$ cat config.mk
export PLATFORM = sky130hd
export DESIGN_NAME = mul_pipe
export DESIGN_NICKNAME = d
export VERILOG_FILES = /design/src/rtl/mul_pkg.sv /design/src/rtl/mul_core.sv /design/src/rtl/mul_pipe.sv
export SDC_FILE = /design/constraint.sdc
export NUM_CORES = 2
export LEC_CHECK = 0
export CAP_MARGIN = 25
export CORE_MARGIN = 3
export CORE_UTILIZATION = 45
export DETAILED_ROUTE_END_ITERATION = 8
export PLACE_DENSITY = 0.67
export SETUP_SLACK_MARGIN = 0.3
export SYNTH_ARGS = -nofsm -noshare
export SYNTH_HDL_FRONTEND = slang
export SYNTH_HIERARCHICAL = 1
export SYNTH_SLANG_ARGS = --single-unit
$ cat constraint.sdc
create_clock -name clk -period 11.2 [get_ports clk]
set_clock_uncertainty 0.05 [all_clocks]
set_input_delay 2.24 -clock clk [delete_from_list [all_inputs] [get_ports clk]]
set_output_delay 2.24 -clock clk [all_outputs]
set_load 0.02 [all_outputs]
$ cat src/rtl/mul_pkg.sv
// rtl/mul_pkg.sv - shared op encoding and limits for the pipelined multiplier
package mul_pkg;

    typedef enum logic [1:0] {
        MUL_LO  = 2'd0,
        MUL_HSS = 2'd1,
        MUL_HSU = 2'd2,
        MUL_HUU = 2'd3
    } mul_op_t;

    localparam int MUL_MAX_LATENCY = 8;

    // rs1 is signed for MULH and MULHSU
    function automatic logic a_is_signed(input mul_op_t op);
        return (op == MUL_HSS) || (op == MUL_HSU);
    endfunction

    // rs2 is signed for MULH only
    function automatic logic b_is_signed(input mul_op_t op);
        return (op == MUL_HSS);
    endfunction

endpackage

$ cat src/rtl/mul_core.sv
// rtl/mul_core.sv - operand extension and full-width product for the multiply group
module mul_core
    import mul_pkg::*;
#(
    parameter int XLEN = 32
) (
    input  mul_op_t             op,
    input  logic [XLEN-1:0]     a,
    input  logic [XLEN-1:0]     b,
    output logic [2*XLEN-1:0]   product
);

    logic [2*XLEN-1:0] a_ext;
    logic [2*XLEN-1:0] b_ext;

    // extending past XLEN+1 bits leaves the low 2*XLEN product bits unchanged
    always_comb begin
        a_ext   = {{XLEN{a_is_signed(op) & a[XLEN-1]}}, a};
        b_ext   = {{XLEN{b_is_signed(op) & b[XLEN-1]}}, b};
        product = a_ext * b_ext;
    end

endmodule

$ cat src/rtl/mul_pipe.sv
// rtl/mul_pipe.sv - pipelined RV32M/RV64M multiplier with stall and flush control
module mul_pipe
    import mul_pkg::*;
#(
    parameter int XLEN    = 32,
    parameter int LATENCY = 4,
    parameter int TAG_W   = 5
) (
    input  logic              clk,
    input  logic              reset_n,
    input  logic              in_valid,
    output logic              in_ready,
    input  mul_op_t           in_op,
    input  logic [XLEN-1:0]   in_a,
    input  logic [XLEN-1:0]   in_b,
    input  logic [TAG_W-1:0]  in_tag,
    input  logic              flush,
    output logic              out_valid,
    input  logic              out_ready,
    output logic [XLEN-1:0]   out_result,
    output logic [TAG_W-1:0]  out_tag,
    output logic              busy
);

    if (XLEN != 32 && XLEN != 64) begin : g_bad_xlen
        $error("mul_pipe: XLEN must be 32 or 64");
    end
    if (LATENCY < 0 || LATENCY > MUL_MAX_LATENCY) begin : g_bad_latency
        $error("mul_pipe: LATENCY out of range");
    end

    logic [2*XLEN-1:0] product;

    mul_core #(.XLEN(XLEN)) u_core (
        .op      (in_op),
        .a       (in_a),
        .b       (in_b),
        .product (product)
    );

    function automatic logic [XLEN-1:0] pick_half(input mul_op_t op, input logic [2*XLEN-1:0] p);
        return (op == MUL_LO) ? p[XLEN-1:0] : p[2*XLEN-1:XLEN];
    endfunction

    if (LATENCY == 0) begin : g_comb
        assign in_ready   = out_ready;
        assign out_valid  = in_valid & ~flush;
        assign out_result = pick_half(in_op, product);
        assign out_tag    = in_tag;
        assign busy       = 1'b0;
    end else begin : g_pipe
        logic [LATENCY-1:0]  vld;
        mul_op_t             op_q   [LATENCY];
        logic [2*XLEN-1:0]   prod_q [LATENCY];
        logic [TAG_W-1:0]    tag_q  [LATENCY];
        logic                adv;
        logic                accept;

        assign adv    = ~vld[LATENCY-1] | out_ready;
        assign accept = in_valid & adv & ~flush;

        // valid bits: reset or flush empties the pipe, otherwise shift on advance
        always_ff @(posedge clk) begin
            if (!reset_n || flush) begin
                vld <= '0;
            end else if (adv) begin
                vld[0] <= accept;
                for (int i = 1; i < LATENCY; i++) begin
                    vld[i] <= vld[i-1];
                end
            end
        end

        // payload moves in lockstep with the valid bits; empty slots carry don't-care data
        always_ff @(posedge clk) begin
            if (adv) begin
                op_q[0]   <= in_op;
                prod_q[0] <= product;
                tag_q[0]  <= in_tag;
                for (int i = 1; i < LATENCY; i++) begin
                    op_q[i]   <= op_q[i-1];
                    prod_q[i] <= prod_q[i-1];
                    tag_q[i]  <= tag_q[i-1];
                end
            end
        end

        assign in_ready   = adv;
        assign out_valid  = vld[LATENCY-1] & ~flush;
        assign out_result = pick_half(op_q[LATENCY-1], prod_q[LATENCY-1]);
        assign out_tag    = tag_q[LATENCY-1];
        assign busy       = |vld;
    end

endmodule

==> flow_metrics.tcl <==
set metrics [dict create \
    synth_fp_nets 5939 \
    first_iter_violations 2370 \
    ys_ff_latch 288 \
    finalCritPeriodShare 0.929 \
    r2r_start "g_pipe.vld[3]$_SDFFE_PP0P_" \
    insertion_delay_ns 0.51 \
    cts_max_level 1 \
    core_sq_um 102000 \
    antenna_found_initial 5 \
    fmax_mhz 96.2 \
    required_ns 11.48 \
    worst_slew_pin_slew_ns 1.03 \
    grt_overflow 0 \
    ys.warnings.count 6 \
    grt_pass1_wl_microns 189000 \
    fin_tns_setup_ns 0 \
    min_path_type "reg -> reg" \
    yosys_most_used_dff "edfxtp_1" \
    drv_cap 0 \
    dpl.hpwl_microns 99500 \
    cts_root_buf "clkbuf_16" \
    ios 116 \
    async_reset_ff_frac 0 \
    crit_slowest_cell "fa_2" \
    setup_viol 0 \
    core.rowCount 117 \
    criticalPathCategory "in -> reg" \
    drive_above_1_share 0.0505 \
    path_buf_inv 9 \
    totalWireLength_microns 120000 \
    fin_crit_ns 10.40 \
    vias_per_cell 5.14 \
    grt_use_total 0.229 \
    gp_congestion 0.932 \
    min-delay-start "g_pipe.prod_q[2][15]$_DFFE_PP_" \
    hold_buffers 0 \
    synth-edff-count 284 \
    cts_max_path_buffers 3 \
    fp.dieW_microns 328 \
    drt_pass1_iterations 5 \
    drv_slew 0 \
    num_vias 30700 \
    cts_buffers 25 \
    cp_common_cell "fa_1" \
    worstSetupStartpoint "in_op[1]" \
    max_slew_margin 0.315 \
    syn-cell-area_sq_um 46800 \
    drcViolationCount 0 \
    multi_input_area_sq_um 32900 \
    hold_violations 0 \
    io_buffers 115 \
    area_growth_pct 9.12 \
    crit_arrival_ns 10.68 \
    synth.yosys.seq_area_share 0.184 \
    synth.distinct_cells 60 \
    fp.dieArea_sq_um 108000 \
    syn_inst 4525 \
    drtAntennaViolNets 0 \
    num-nets-final 5992 \
    cp_top_family "adder cells" \
    grt_setup_unrepaired "no" \
    path_clk_slew_ns 0.07 \
    cts_tree "built" \
    start_kind "input port" \
    floorplan.initialDensity 0.456 \
    crit_path_end_kind "flop" \
    wl_per_cell_microns 20.2 \
    syn_area_per_cell_sq_um 10.3 \
    cts.sinks 288 \
    grt_max_degree 200 \
    seqCellArea_sq_um 8610 \
    critical_path.max_fanout 13 \
    status "complete, no violations" \
    grt_pass1_vias 32700 \
    nFillCells 9193 \
    cp_slowest_stage_delay_ns 0.63 \
    die_h_microns 328 \
]
cells in the final DEF (no fill, tap or decap), types with 4 or more instances in the layout:
| cell type | count |
|---|---|
| inv_1 | 1180 |
| fa_1 | 1124 |
| nand2_1 | 808 |
| edfxtp_1 | 284 |
| and2_1 | 282 |
| ha_1 | 213 |
| clkdlybuf4s50_1 | 115 |
| buf_4 | 93 |
| xnor2_1 | 58 |
| nor2_1 | 55 |
| a21oi_1 | 52 |
| buf_12 | 36 |
| o21ai_0 | 32 |
| mux2_2 | 30 |
| a21o_1 | 30 |
| clkbuf_16 | 25 |
| xor2_1 | 19 |
| nand4_1 | 15 |
| or2_2 | 10 |
| nor2b_1 | 9 |
| a211oi_1 | 8 |
| nand3_1 | 8 |
| o21bai_1 | 8 |
| nor3_1 | 7 |
| nand2b_1 | 6 |
| clkinv_2 | 6 |
| o211ai_1 | 6 |
| dfxtp_1 | 4 |
| o21ai_1 | 4 |
| a31o_2 | 4 |
routing by layer:
| metal | GRT usage | wire length, microns | up-vias | share of wire |
|---|---|---|---|---|
| li1 | - | - | 13200 | - |
| met1 | 0.321 | 49700 | 16000 | 0.41 |
| met2 | 0.361 | 55200 | 1343 | 0.46 |
| met3 | 0.0551 | 12200 | 166 | 0.10 |
| met4 | 0.0553 | 3320 | 2 | 0.028 |
| met5 | 0 | 13 | - | 0.00011 |
per-stage QoR:
stage               setup WS (ns)  cell area (sq um)   util  std cells  hold slack [ns]
CTS                         0.722              51000  0.498       5959            0.362
global placement            0.291              50200  0.490       5914            0.350
detailed placement          0.158              50200  0.490       5915            0.355
global route                0.332              51000  0.498       5964            0.371
floorplan                   0.870              46800      -       4525            0.350
finish                      0.800              51000  0.498       5964            0.361
timing repair:
action,4_1_cts,5_1_grt
endpoints found under the hold margin,0,0
setup endpoints to repair,0,1
gates resized for setup,0,5
buffers inserted,0,4
worst register-to-register path, delay by kind of cell, from the launching register on:
family                 cells  cell delay, ns
and+or+nand+nor            1            0.29
DFF                        1            0.34
buffers and inverters      1            0.76
path summary, 6_finish.rpt:
check	to	depth (start not counted)	slack, ns
hold reg to reg	g_pipe.prod_q[3][15]$_DFFE_PP_	0	0.36
setup reg to reg	g_pipe.prod_q[1][63]$_DFFE_PP_	2	9.21
hold / removal	g_pipe.prod_q[3][15]$_DFFE_PP_	0	0.36
setup / recovery	g_pipe.prod_q[0][61]$_DFFE_PP_	30	0.80
flip-flops by register name, summed over array words and instances (netlist names):
register       count
g_pipe.prod_q    256
g_pipe.tag_q      20
g_pipe.vld         4
g_pipe.op_q        8
logic make-up after synthesis:
kind of cell | share of synthesized area
DFF | 0.184
adders and majority gates | 0.538
and+or+nand+nor | 0.115
muxes | 0.00851
xor gates and xnor gates | 0.0144
buffers and inverters | 0.113
AOI/OAI and AO/OA | 0.0262
layout make-up:
| class | count | share of cell area |
|---|---|---|
| multi-input combinational | 2838 | 0.645 |
| sequential | 288 | 0.169 |
| inverter | 1181 | 0.0869 |
| timing repair buffer | 244 | 0.0503 |
| tap | 1368 | 0.0335 |
| clock buffer | 28 | 0.0125 |
| clock inverter | 16 | 0.00321 |
| antenna | 1 | 0.0000490 |
cell usage after synthesis, types with 6 or more instances:
library cell  number  area share
inv_1           1181       0.095
fa_1            1125        0.48
nand2_1          808       0.065
edfxtp_1         284        0.18
and2_1           282       0.038
ha_1             213       0.057
clkbuf_1         210       0.017
xnor2_1           58       0.011
nor2_1            55      0.0044
a21oi_1           52      0.0056
o21ai_0           33      0.0035
a21o_1            30      0.0048
mux2_2            30      0.0072
xor2_1            19      0.0036
nand4_1           15      0.0020
nor2b_1           10      0.0013
or2_2             10      0.0013
a211oi_1           8      0.0013
nand3_1            8     0.00086
o21bai_1           8      0.0013
nand2b_1           7     0.00094
nor3_1             7     0.00075
o211ai_1           6     0.00096
Power is left out: the tool's default activity adds up to more than one toggle a clock period on the data nets, which glitch-free logic cannot reach.
